`src/rtl/cpu_pkg.sv`:
```
// Shared types and constants for the bare-bones CPU: fetch FSM states, datapath widths, opcodes.
package cpu_pkg;

  typedef enum logic [1:0] {
    IDLE = 2'd0,
    REQ  = 2'd1,
    EXEC = 2'd2,
    HALT = 2'd3
  } fetch_state_t;

  localparam int ADDR_WIDTH_C  = 8;
  localparam int INSTR_WIDTH_C = 32;
  localparam int PC_INC_C      = 4;

  localparam logic [6:0] OPC_BNE = 7'b1100011;

endpackage

```
`src/rtl/next_pc.sv`:
```
// Combinational next-PC selection: sequential increment or PC-relative branch, modulo 2^ADDR_WIDTH.
// Also flags a taken branch with zero offset, which would spin on itself forever.
module next_pc
  import cpu_pkg::*;
#(
  parameter int ADDR_WIDTH = ADDR_WIDTH_C,
  parameter int PC_INC     = PC_INC_C
) (
  input  logic [ADDR_WIDTH-1:0] pc,
  input  logic [ADDR_WIDTH-1:0] imm_offset,
  input  logic                  taken,
  output logic [ADDR_WIDTH-1:0] pc_next,
  output logic                  is_self_loop
);

  // Equal widths make the raw two's-complement add wrap exactly like a signed offset.
  assign pc_next      = taken ? (pc + imm_offset) : (pc + ADDR_WIDTH'(PC_INC));
  assign is_self_loop = taken && (imm_offset == '0);

endmodule

```
`src/rtl/pc_fetch.sv`:
```
// PC and instruction-fetch stage: IDLE -> REQ (held until ack) -> EXEC -> IDLE, parking in HALT on branch-to-self.
// Define PC_FETCH_PERF_EN to add saturating retired/stall counters.
module pc_fetch
  import cpu_pkg::*;
#(
  parameter int ADDR_WIDTH   = ADDR_WIDTH_C,
  parameter int INSTR_WIDTH  = INSTR_WIDTH_C,
  parameter int PC_INC       = PC_INC_C,
  parameter int RESET_VECTOR = 0
) (
  input  logic                   clk,
  input  logic                   rst,
  input  logic                   en,
  input  logic                   branch_sel,
  input  logic                   eq,
  input  logic [ADDR_WIDTH-1:0]  imm_offset,
  output logic                   imem_req,
  output logic [ADDR_WIDTH-1:0]  imem_addr,
  input  logic                   imem_ack,
  input  logic [INSTR_WIDTH-1:0] imem_rdata,
  output logic [INSTR_WIDTH-1:0] instr_out,
  output logic                   instr_valid,
  output logic [ADDR_WIDTH-1:0]  pc_out,
  output logic                   halted
`ifdef PC_FETCH_PERF_EN
  ,
  output logic [31:0]            perf_retired,
  output logic [31:0]            perf_stall
`endif
);

  fetch_state_t           state_q;
  logic [ADDR_WIDTH-1:0]  pc_q;
  logic [ADDR_WIDTH-1:0]  pc_d;
  logic                   req_q;
  logic [INSTR_WIDTH-1:0] instr_q;
  logic                   valid_q;
  logic                   halted_q;
  logic                   self_loop;
  logic                   taken;

  assign taken = branch_sel & eq;

  next_pc #(
    .ADDR_WIDTH (ADDR_WIDTH),
    .PC_INC     (PC_INC)
  ) u_next_pc (
    .pc           (pc_q),
    .imm_offset   (imm_offset),
    .taken        (taken),
    .pc_next      (pc_d),
    .is_self_loop (self_loop)
  );

  always_ff @(posedge clk or posedge rst) begin
    if (rst) begin
      state_q  <= IDLE;
      pc_q     <= ADDR_WIDTH'(RESET_VECTOR);
      req_q    <= 1'b0;
      instr_q  <= '0;
      valid_q  <= 1'b0;
      halted_q <= 1'b0;
    end else begin
      valid_q <= 1'b0;
      case (state_q)
        IDLE: begin
          if (en) begin
            state_q <= REQ;
            req_q   <= 1'b1;
          end
        end
        REQ: begin
          // The request stays up regardless of en until memory answers.
          if (imem_ack) begin
            state_q <= EXEC;
            req_q   <= 1'b0;
            instr_q <= imem_rdata;
            valid_q <= 1'b1;
          end
        end
        EXEC: begin
          if (self_loop) begin
            state_q  <= HALT;
            halted_q <= 1'b1;
          end else begin
            pc_q    <= pc_d;
            state_q <= IDLE;
          end
        end
        HALT: begin
          halted_q <= 1'b1;
        end
        default: state_q <= IDLE;
      endcase
    end
  end

  assign imem_req    = req_q;
  assign imem_addr   = pc_q;
  assign pc_out      = pc_q;
  assign instr_out   = instr_q;
  assign instr_valid = valid_q;
  assign halted      = halted_q;

`ifdef PC_FETCH_PERF_EN
  logic [31:0] retired_q;
  logic [31:0] stall_q;

  // HALT is neither EXEC nor REQ, so both counters freeze there naturally.
  always_ff @(posedge clk or posedge rst) begin
    if (rst) begin
      retired_q <= '0;
      stall_q   <= '0;
    end else begin
      if (state_q == EXEC && retired_q != '1) retired_q <= retired_q + 32'd1;
      if (state_q == REQ && !imem_ack && stall_q != '1) stall_q <= stall_q + 32'd1;
    end
  end

  assign perf_retired = retired_q;
  assign perf_stall   = stall_q;
`endif

endmodule

```
`config.mk`:
```
export PLATFORM = sky130hd
export DESIGN_NAME = pc_fetch
export DESIGN_NICKNAME = d
export VERILOG_FILES = /design/src/rtl/cpu_pkg.sv /design/src/rtl/next_pc.sv /design/src/rtl/pc_fetch.sv
export SDC_FILE = /design/constraint.sdc
export NUM_CORES = 1
export LEC_CHECK = 0
export ABC_AREA = 1
export CAP_MARGIN = 15
export CORE_ASPECT_RATIO = 0.7
export CORE_MARGIN = 2
export CORE_UTILIZATION = 27
export CTS_CLUSTER_DIAMETER = 200
export DETAILED_ROUTE_END_ITERATION = 16
export SLEW_MARGIN = 15
export SYNTH_ARGS = -nofsm -noshare
export SYNTH_HDL_FRONTEND = slang
export SYNTH_SLANG_ARGS = --single-unit
export TNS_END_PERCENT = 100
```
`constraint.sdc`:
```
create_clock -name clk -period 3.3 [get_ports clk]
set_input_delay 0.66 -clock clk [delete_from_list [all_inputs] [get_ports clk]]
set_output_delay 0.66 -clock clk [all_outputs]
set_load 0.02 [all_outputs]
```
==> results.tsv, run 1 <==
metric	value	unit
number of port buffers	96	
Main synth FF type	dfrtp_1	
kind of critical path	register to primary output	
vias in the first global route	2003	
Post-Syn Nets	357	
RSZ-0062 raised after global routing	false	
Ys Warns	0	
Setup crit end	imem_addr[2]	
Synth area leader	dfrtp_1	
delay-heaviest family, CP	buffers and inverters	
number of buffers created by CTS	5	
startpoint types	register	
DRT antenna net count	0	
top cells by count, synth	nand2_1, dfrtp_1, nor2_1, inv_1, nand3_1	
pin count of the biggest net entering global routing	46	
clk slew on worst S/H paths	0.06	ns
CTS Root Cell	clkbuf_16	
Die Width	116	um
I/O pins	97	
clk_skew	0.00486	ns
htree depth	2	
Synth top area share	47.9	%
die area	0.00948	sq mm
slowest CP cell	clkdlybuf4s50_1	
minimum clock period	2.19	ns
most frequent cell after synthesis	nand2_1	
Starting DRT DRC Count	115	
worst min path class	register to register	
post-CTS setup buffers	0	
Yosys reg bits	45	
Clock Tree Buf Depth	2	
Yosys cell types	27	
synthesized area per cell	7.89	sq um
CP Max Fanout	9	
ant diodes	0	
pwr/cell area	932	mW/mm^2
Mapped Area	0.00235	sq mm
clk sinks	45	
Vias/cell	4.21	
RR Startpoint	state_q[1]$_DFFE_PP0P_	
Post-synth EDFFs	0	
Req. time, crit path	2.64	ns
hold_sp	instr_out[10]$_DFFE_PP0P_	
first-pass GRT wire length	9.86	mm
Buf+Inv Stages, Crit Path	1	
CP arrival	1.53	ns
worst vdd ir	0.254	mV
Max stage delay on crit path	0.68	ns
final hold violations	0	
Slew HR	37.0	%
GRT Total Usage	13.3	%
Crit. Startpoint	imem_addr[2]$_DFFE_PP0P_	
cell depth of the worst setup path	1	
Final GP Congestion	0.910	
final setup TNS	0	ns
worst slew pin tran	0.943	ns
via count	2138	
Synth Instances	298	
worst r2r dst	instr_out[28]$_DFFE_PP0P_	
status	finished, final reports clean	
CP endpoint kind	primary output	
Final setup viols	0	
CP Cell Sequence	clkdlybuf4s50_1	
Max Cap Viol	0	
Die H	82.1	um
DR DRC count	0	
CTS tree	built	
register area share after synthesis	47.9	%
Post-CTS Hold Fix Bufs	0	
top post-synthesis cells by area	dfrtp_1, nand2_1, ha_1	
Final Max Slew Viols	0	
leakage	1.68	nW
grt ovf	0	
Post-synth ARST share	100	%
dpl cells	500	
DRT Wirelength	6.06	mm
Fmax	456	MHz
WL/cell	11.9	um
r2r setup slk	1.59	ns
final net count	446	
post-route insts no fill	508	
Final HPWL DP	4.52	mm
initial antenna violation count	0	
crit share post-route	66.5	%
Initial Util	27.8	%
First-pass DRT Iterations	4	
Post-CTS Resized	0	
Layout area overhead	49.7	%
CORE AREA	0.00844	sq mm
cell row count	28	
layout cells sized above 1	4.90	%
clk_lat worst skew	0.28	ns
cells on worst reg2reg path	6	
==> layout by cell type (no fill, tap or decap), drive strengths merged, types with 3 or more instances in the layout <==
cell	n
or2	3
dfrtp	45
ha	12
clkbuf	5
nor2	20
nand2	138
o21ai	9
inv	20
clkdlybuf4s50	96
a21oi	9
nand3	15
==> worst min-delay path by stage <==
stage                                            to  cells past startpoint
after floorplan              state_q[0]$_DFFE_PP0P_                      2
after detailed placement  instr_out[14]$_DFFE_PP0P_                      2
final                     instr_out[10]$_DFFE_PP0P_                      2
after global placement           halted$_DFFE_PP0P_                      2
after global routing       instr_out[3]$_DFFE_PP0P_                      2
after CTS                 instr_out[14]$_DFFE_PP0P_                      2
==> kinds of logic (layout without fill, tap and decap cells) <==
family                     count (synthesis)  after routing  synth area share [%]
and+or+nand+nor                          179            179                  31.1
adders and majority gates                 13             13                  7.24
xor gates and xnor gates                   3              3                  1.12
buffers and inverters                     35            125                  7.18
DFF                                       45             45                  47.9
AOI/OAI and AO/OA                         23             23                  5.43
==> cell type report <==
class	instances	area (sq um)
inverters	20	75.1
flip-flops and latches	45	1130
clock buffers	5	125
well taps	120	150
multi-input cells	218	1060
repair buffers	97	968
clock inverters	3	17.5
fillers	868	4920
==> stage by stage <==
step           utilization [%]  hold WS, ns  area, sq um  setup WS, ns  power, mW
2_1_floorplan                -        0.569         2350          1.48       2.06
5_1_grt                   41.7        0.508         3520         0.963       3.55
4_1_cts                   41.7        0.482         3520          1.09       3.32
3_5_place_dp              40.0        0.464         3380         0.887       2.82
3_3_place_gp              40.0        0.464         3380         0.967       2.80
6_report                  41.7        0.477         3520          1.11       3.28
==> report_power, final <==
group	internal (mW)	switching [mW]	leakage (nW)	total, mW
clock network	0.278	0.204	0.0696	0.482
logic	0.811	0.970	1.06	1.78
registers	0.803	0.211	0.548	1.01
total	1.89	1.39	1.68	3.28
==> metal layers <==
layer | up-vias | wire length (um) | global-route usage (%)
met3 | 2 | 387 | 3.32
met2 | 62 | 2420 | 18.4
li1 | 1098 | - | -
met1 | 976 | 3220 | 20.4
met5 | - | 0 | 0
met4 | 0 | 40 | 3.61
==> registers in the layout, summed over array words and instances (netlist names) <==
name,count
instr_valid,1
halted,1
instr_out,32
imem_addr,8
state_q,2
imem_req,1
Power figures use the tool's default switching activity.
==> run 2: changes to the inputs <==
- clock period: 3.3 -> 2.17 ns (I/O delays scaled with it)
==> run 2 against run 1 <==
Effect of this change:
- design area up 1.5%
- total power grew 53%
- sequential power up 51%
- global-route usage increased by 0.17 points
- first-iteration DRC count is 30% lower
- combinational power grew 55%
- clock power increased by 49%
- via count up 0.37%
- register-to-register slack got worse by 1.1 ns
- worst hold slack got worse by 0.0027 ns
==> results.tsv, run 2 (same netlist as run 1, synthesis figures left out) <==
metric	value	unit	change
delay-heaviest family, CP	buffers and inverters		
leakage	1.71	nW	+1.7%
GRT Total Usage	13.5	%	+0.17 points
vias in the first global route	2046		+2.1%
final setup TNS	0	ns	unchanged
die area	0.00948	sq mm	unchanged
clk_skew	0.00327	ns	-0.00160 ns
Hold Slack	0.474	ns	-0.00269 ns
Layout area overhead	51.8	%	
Largest register FFs	32		unchanged
post-CTS setup buffers	0		unchanged
Max stage delay on crit path	0.67	ns	about the same
commonest non-fill, non-tap cells in the layout	nand2_1, clkdlybuf4s50_1, dfrtp_1, nor2_1, inv_1		
status	finished, final reports clean		
first-pass GRT wire length	9.90	mm	+0.42%
most common cell after layout, fill and taps aside	nand2_1		
pwr/cell area	1400	mW/mm^2	+51%
Clock Power Share	14.3	%	-0.4 points
clk slew on worst S/H paths	0.06	ns	about the same
Vias/cell	4.19		-0.41%
initial antenna violation count	0		unchanged
number of buffers created by CTS	5		unchanged
CP Max Fanout	8		-1
post-route cell area	0.00357	sq mm	+1.5%
Post-CTS Hold Fix Bufs	0		unchanged
dpl cells	504		+0.80%
Req. time, crit path	1.74	ns	-0.90 ns
CP arrival	1.45	ns	-0.08 ns
Buf+Inv Stages, Crit Path	1		unchanged
crit share post-route	86.8	%	
Reg power frac	30.5	%	-0.5 points
clk_lat worst skew	0.28	ns	about the same
cells on worst reg2reg path	9		+3
pre-CTS setup slack	0.00983	ns	-0.877 ns
Initial Util	27.8	%	unchanged
startpoint types	register		
CTS tree	built		
clk sinks	45		unchanged
htree depth	2		unchanged
CP Cell Sequence	clkdlybuf4s50_1		
via count	2146		+0.37%
WL/cell	11.8	um	-0.86%
Worst Hold Path EP	instr_out[10]$_DFFE_PP0P_		
post-route insts no fill	512		+0.79%
I/O pins	97		unchanged
Max Cap Viol	0		unchanged
First-pass DRT Iterations	5		+1
DRT antenna net count	0		unchanged
worst r2r dst	imem_addr[6]$_DFFE_PP0P_		
number of port buffers	96		unchanged
r2r setup slk	0.48	ns	-1.11 ns
RR Startpoint	imem_addr[0]$_DFFE_PP0P_		
Area after DPL	0.00343	sq mm	+1.6%
WHS Path Cells	2		unchanged
CTS Root Cell	clkbuf_16		
worst min path class	register to register		
kind of critical path	register to primary output		
Die Width	116	um	unchanged
Starting DRT DRC Count	80		-30%
hold_sp	instr_out[10]$_DFFE_PP0P_		
DRT Wirelength	6.06	mm	about the same
worst vdd ir	0.468	mV	+84%
Final GP Congestion	0.883		-3.0%
Sw Ratio	41.8	%	-0.50 points
cell row count	28		unchanged
Post-CTS Resized	0		unchanged
Die H	82.1	um	unchanged
CORE AREA	0.00844	sq mm	unchanged
RSZ-0062 raised after global routing	false		
final hold violations	0		unchanged
Final HPWL DP	4.64	mm	+2.7%
final net count	450		+0.90%
internal power	2.92	mW	+54%
minimum clock period	1.88	ns	
Psw	2.09	mW	+51%
Fmax	531	MHz	
Slew HR	65.8	%	+29 points
worst slew pin tran	0.512	ns	-0.431 ns
DR DRC count	0		unchanged
Final setup viols	0		unchanged
grt ovf	0		unchanged
slowest CP cell	clkdlybuf4s50_1		
layout cells sized above 1	5.61	%	+0.72 points
Final WS setup	0.287	ns	-0.819 ns
Final Max Slew Viols	0		unchanged
Clock Tree Buf Depth	2		unchanged
Comb pwr share	55.1	%	+0.7 points
pin count of the biggest net entering global routing	30		-35%
CP endpoint kind	primary output		
ant diodes	0		unchanged
run 2: stage by stage:
stage / utilization (%) / power, mW
3_5_place_dp: 40.6 / 4.33
4_1_cts: 42.3 / 5.08
5_1_grt: 42.3 / 5.44
3_3_place_gp: 40.6 / 4.29
2_1_floorplan: - / 3.13
6_report: 42.3 / 5.01
run 2: layout make-up:
cell class                      count  area [sq um]
Sequential cell                    45          1130
Timing Repair Buffer              101          1020
Inverter                           20          75.1
Clock buffer                        6           129
Multi-Input combinational cell    218          1060
Clock inverter                      2          10.0
Fill cell                         873          4870
Tap cell                          120           150
run 2: worst max path at each step:
stage          cells after the start                       end                      from  slack, ns
2_1_floorplan                      9  imem_addr[4]$_DFFE_PP0P_  imem_addr[0]$_DFFE_PP0P_       0.52
3_3_place_gp                      10  imem_addr[6]$_DFFE_PP0P_             imm_offset[0]       0.06
3_5_place_dp                      10  imem_addr[6]$_DFFE_PP0P_             imm_offset[0]       0.01
4_1_cts                            1              imem_addr[5]  imem_addr[5]$_DFFE_PP0P_       0.27
5_1_grt                           10  imem_addr[4]$_DFFE_PP0P_             imm_offset[0]       0.16
6_report                           1              imem_addr[4]  imem_addr[4]$_DFFE_PP0P_       0.29
run 2: power by group through the flow:
stage | Clock (mW) | Combinational [mW] | Sequential (mW)
6_report | 0.717 | 2.76 | 1.53
5_1_grt | 0.801 | 3.04 | 1.59
3_3_place_gp | 0 | 2.76 | 1.53
3_5_place_dp | 0 | 2.79 | 1.53
4_1_cts | 0.748 | 2.80 | 1.53
2_1_floorplan | 0 | 1.19 | 1.94
run 2: routing by layer:
metal  routed length [um]  global-route usage (%)  vias up
met3                  382                    3.62        2
met2                 2470                    19.3       66
li1                     -                       -     1108
met4                   40                    3.61        0
met1                 3160                    20.0      970
met5                    0                       0        -
==> run 3: changes to the inputs <==
- SKIP_LAST_GASP: default -> 1
==> results of run 3 <==
The final DEF is identical to that of run 2; final timing and power are the same.
==> patch, RTL diff (settings of run 2) <==
Add a define of `PC_FETCH_PERF_EN`.
--- a/src/rtl/pc_fetch.sv
+++ b/src/rtl/pc_fetch.sv
@@ -1,4 +1,6 @@
 // PC and instruction-fetch stage: IDLE -> REQ (held until ack) -> EXEC -> IDLE, parking in HALT on branch-to-self.
 // Define PC_FETCH_PERF_EN to add saturating retired/stall counters.
+`define PC_FETCH_PERF_EN
+
 module pc_fetch
   import cpu_pkg::*;
Formal check against the unedited RTL (old outputs only; new: perf_retired and perf_stall): equivalent (Yosys induction, for registers that start in step).
==> patch against run 2 <==
Clock power rose by 130%. Combinational power rose by 28%. Wire length rose to 3.1 times the old value. Worst setup slack got worse by 110 ps. Area after synthesis rose to 2.8 times the old value. Total power rose by 62%. Synthesized cell count rose to 3.2 times the old value. Via count rose to 2.9 times the old value. Count of clock-buffer cells in the layout rose by 4. Sequential share of layout area fell by 0.40 points. Clock skew rose by 6.9 ps. Sequential cell count rose by 64. Critical path depth did not move. Cell area rose by 150%.
==> patch: results (changes against run 2) <==
Status
  • Run status: complete, no violations

Clock network
  • Clk_lat worst skew: 360 ps (+80 ps)
  • H-tree depth: 3 (+1)

Route
  • DR WL met2: 7100 um (+190%)
  • Met3 routed WL: 1780 um (+370%)
  • Vias per inst: 4.39 (+4.7%)
  • Length of the first detailed-routing pass in iterations: 6 (+1)
  • WL per Instance: 13.4 um (+13%)
  • Starting DRT DRC Count: 442 (+450%)

Power
  • Clock group total power: 1.67 mW (+130%)
  • Seq. pwr: 2.93 mW (+92%)

Cells and area
  • Non-CTS buffers: 174 (+72%)
  • Fin cells: 1422 (+180%)
  • FILL cells: 2518 (+190%)

Worst setup path
  • CP arrival: 1560 ps (+110 ps)
  • FF-to-FF setup slack: 280 ps (-200 ps)
  • Reg2reg start: perf_retired[1]$_DFFE_PP0P_

Logic synthesis
  • Post-Syn Area per Cell: 6.97 um^2 (-12%)
  • Flops & latches, synth: 109 (+140%)
  • Seq/Total Area, Yosys: 41.7% (-6.2 points)

Place
  • Gpl congestion: 0.853 (-3.4%)
  • PortBufs: 160 (+67%)
  • Placement Cell Area: 8470 um^2 (+150%)

Timing
  • Relative slew margins: 59.1% (-6.7 points)

Floorplanning
  • Cell row count: 47 (+68%)

GRT
  • Largest net degree at the start of global routing: 110 (+270%)
==> patch: changes by cell type in the layout (fill, tap and decap cells not counted), sizes merged, moves of 11 or more <==
cell | run 2 | this run
inv | 20 | 51
nor2 | 20 | 127
nand3b | 2 | 28
xor2 | 2 | 13
nand3 | 15 | 28
xnor2 | 1 | 13
dfrtp | 45 | 109
clkdlybuf4s50 | 96 | 160
o21ai | 9 | 26
nand2 | 138 | 481
==> patch: metal layers <==
metal  vias up  global-route usage [%]
met5         -                       0
met4         0                    3.10
li1       3214                       -
met2       192                    19.6
met1      2827                    23.7
met3        10                    5.65
==> patch: kinds of logic (layout without fill, tap and decap cells) <==
group / Yosys count / count (layout) / share of synthesized area, %
buffers and inverters: 77 / 242 / 5.99
xor gates and xnor gates: 26 / 26 / 3.60
AOI/OAI and AO/OA: 41 / 41 / 3.31
DFF: 109 / 109 / 41.7
and+or+nand+nor: 670 / 670 / 42.2
adders and majority gates: 16 / 16 / 3.17
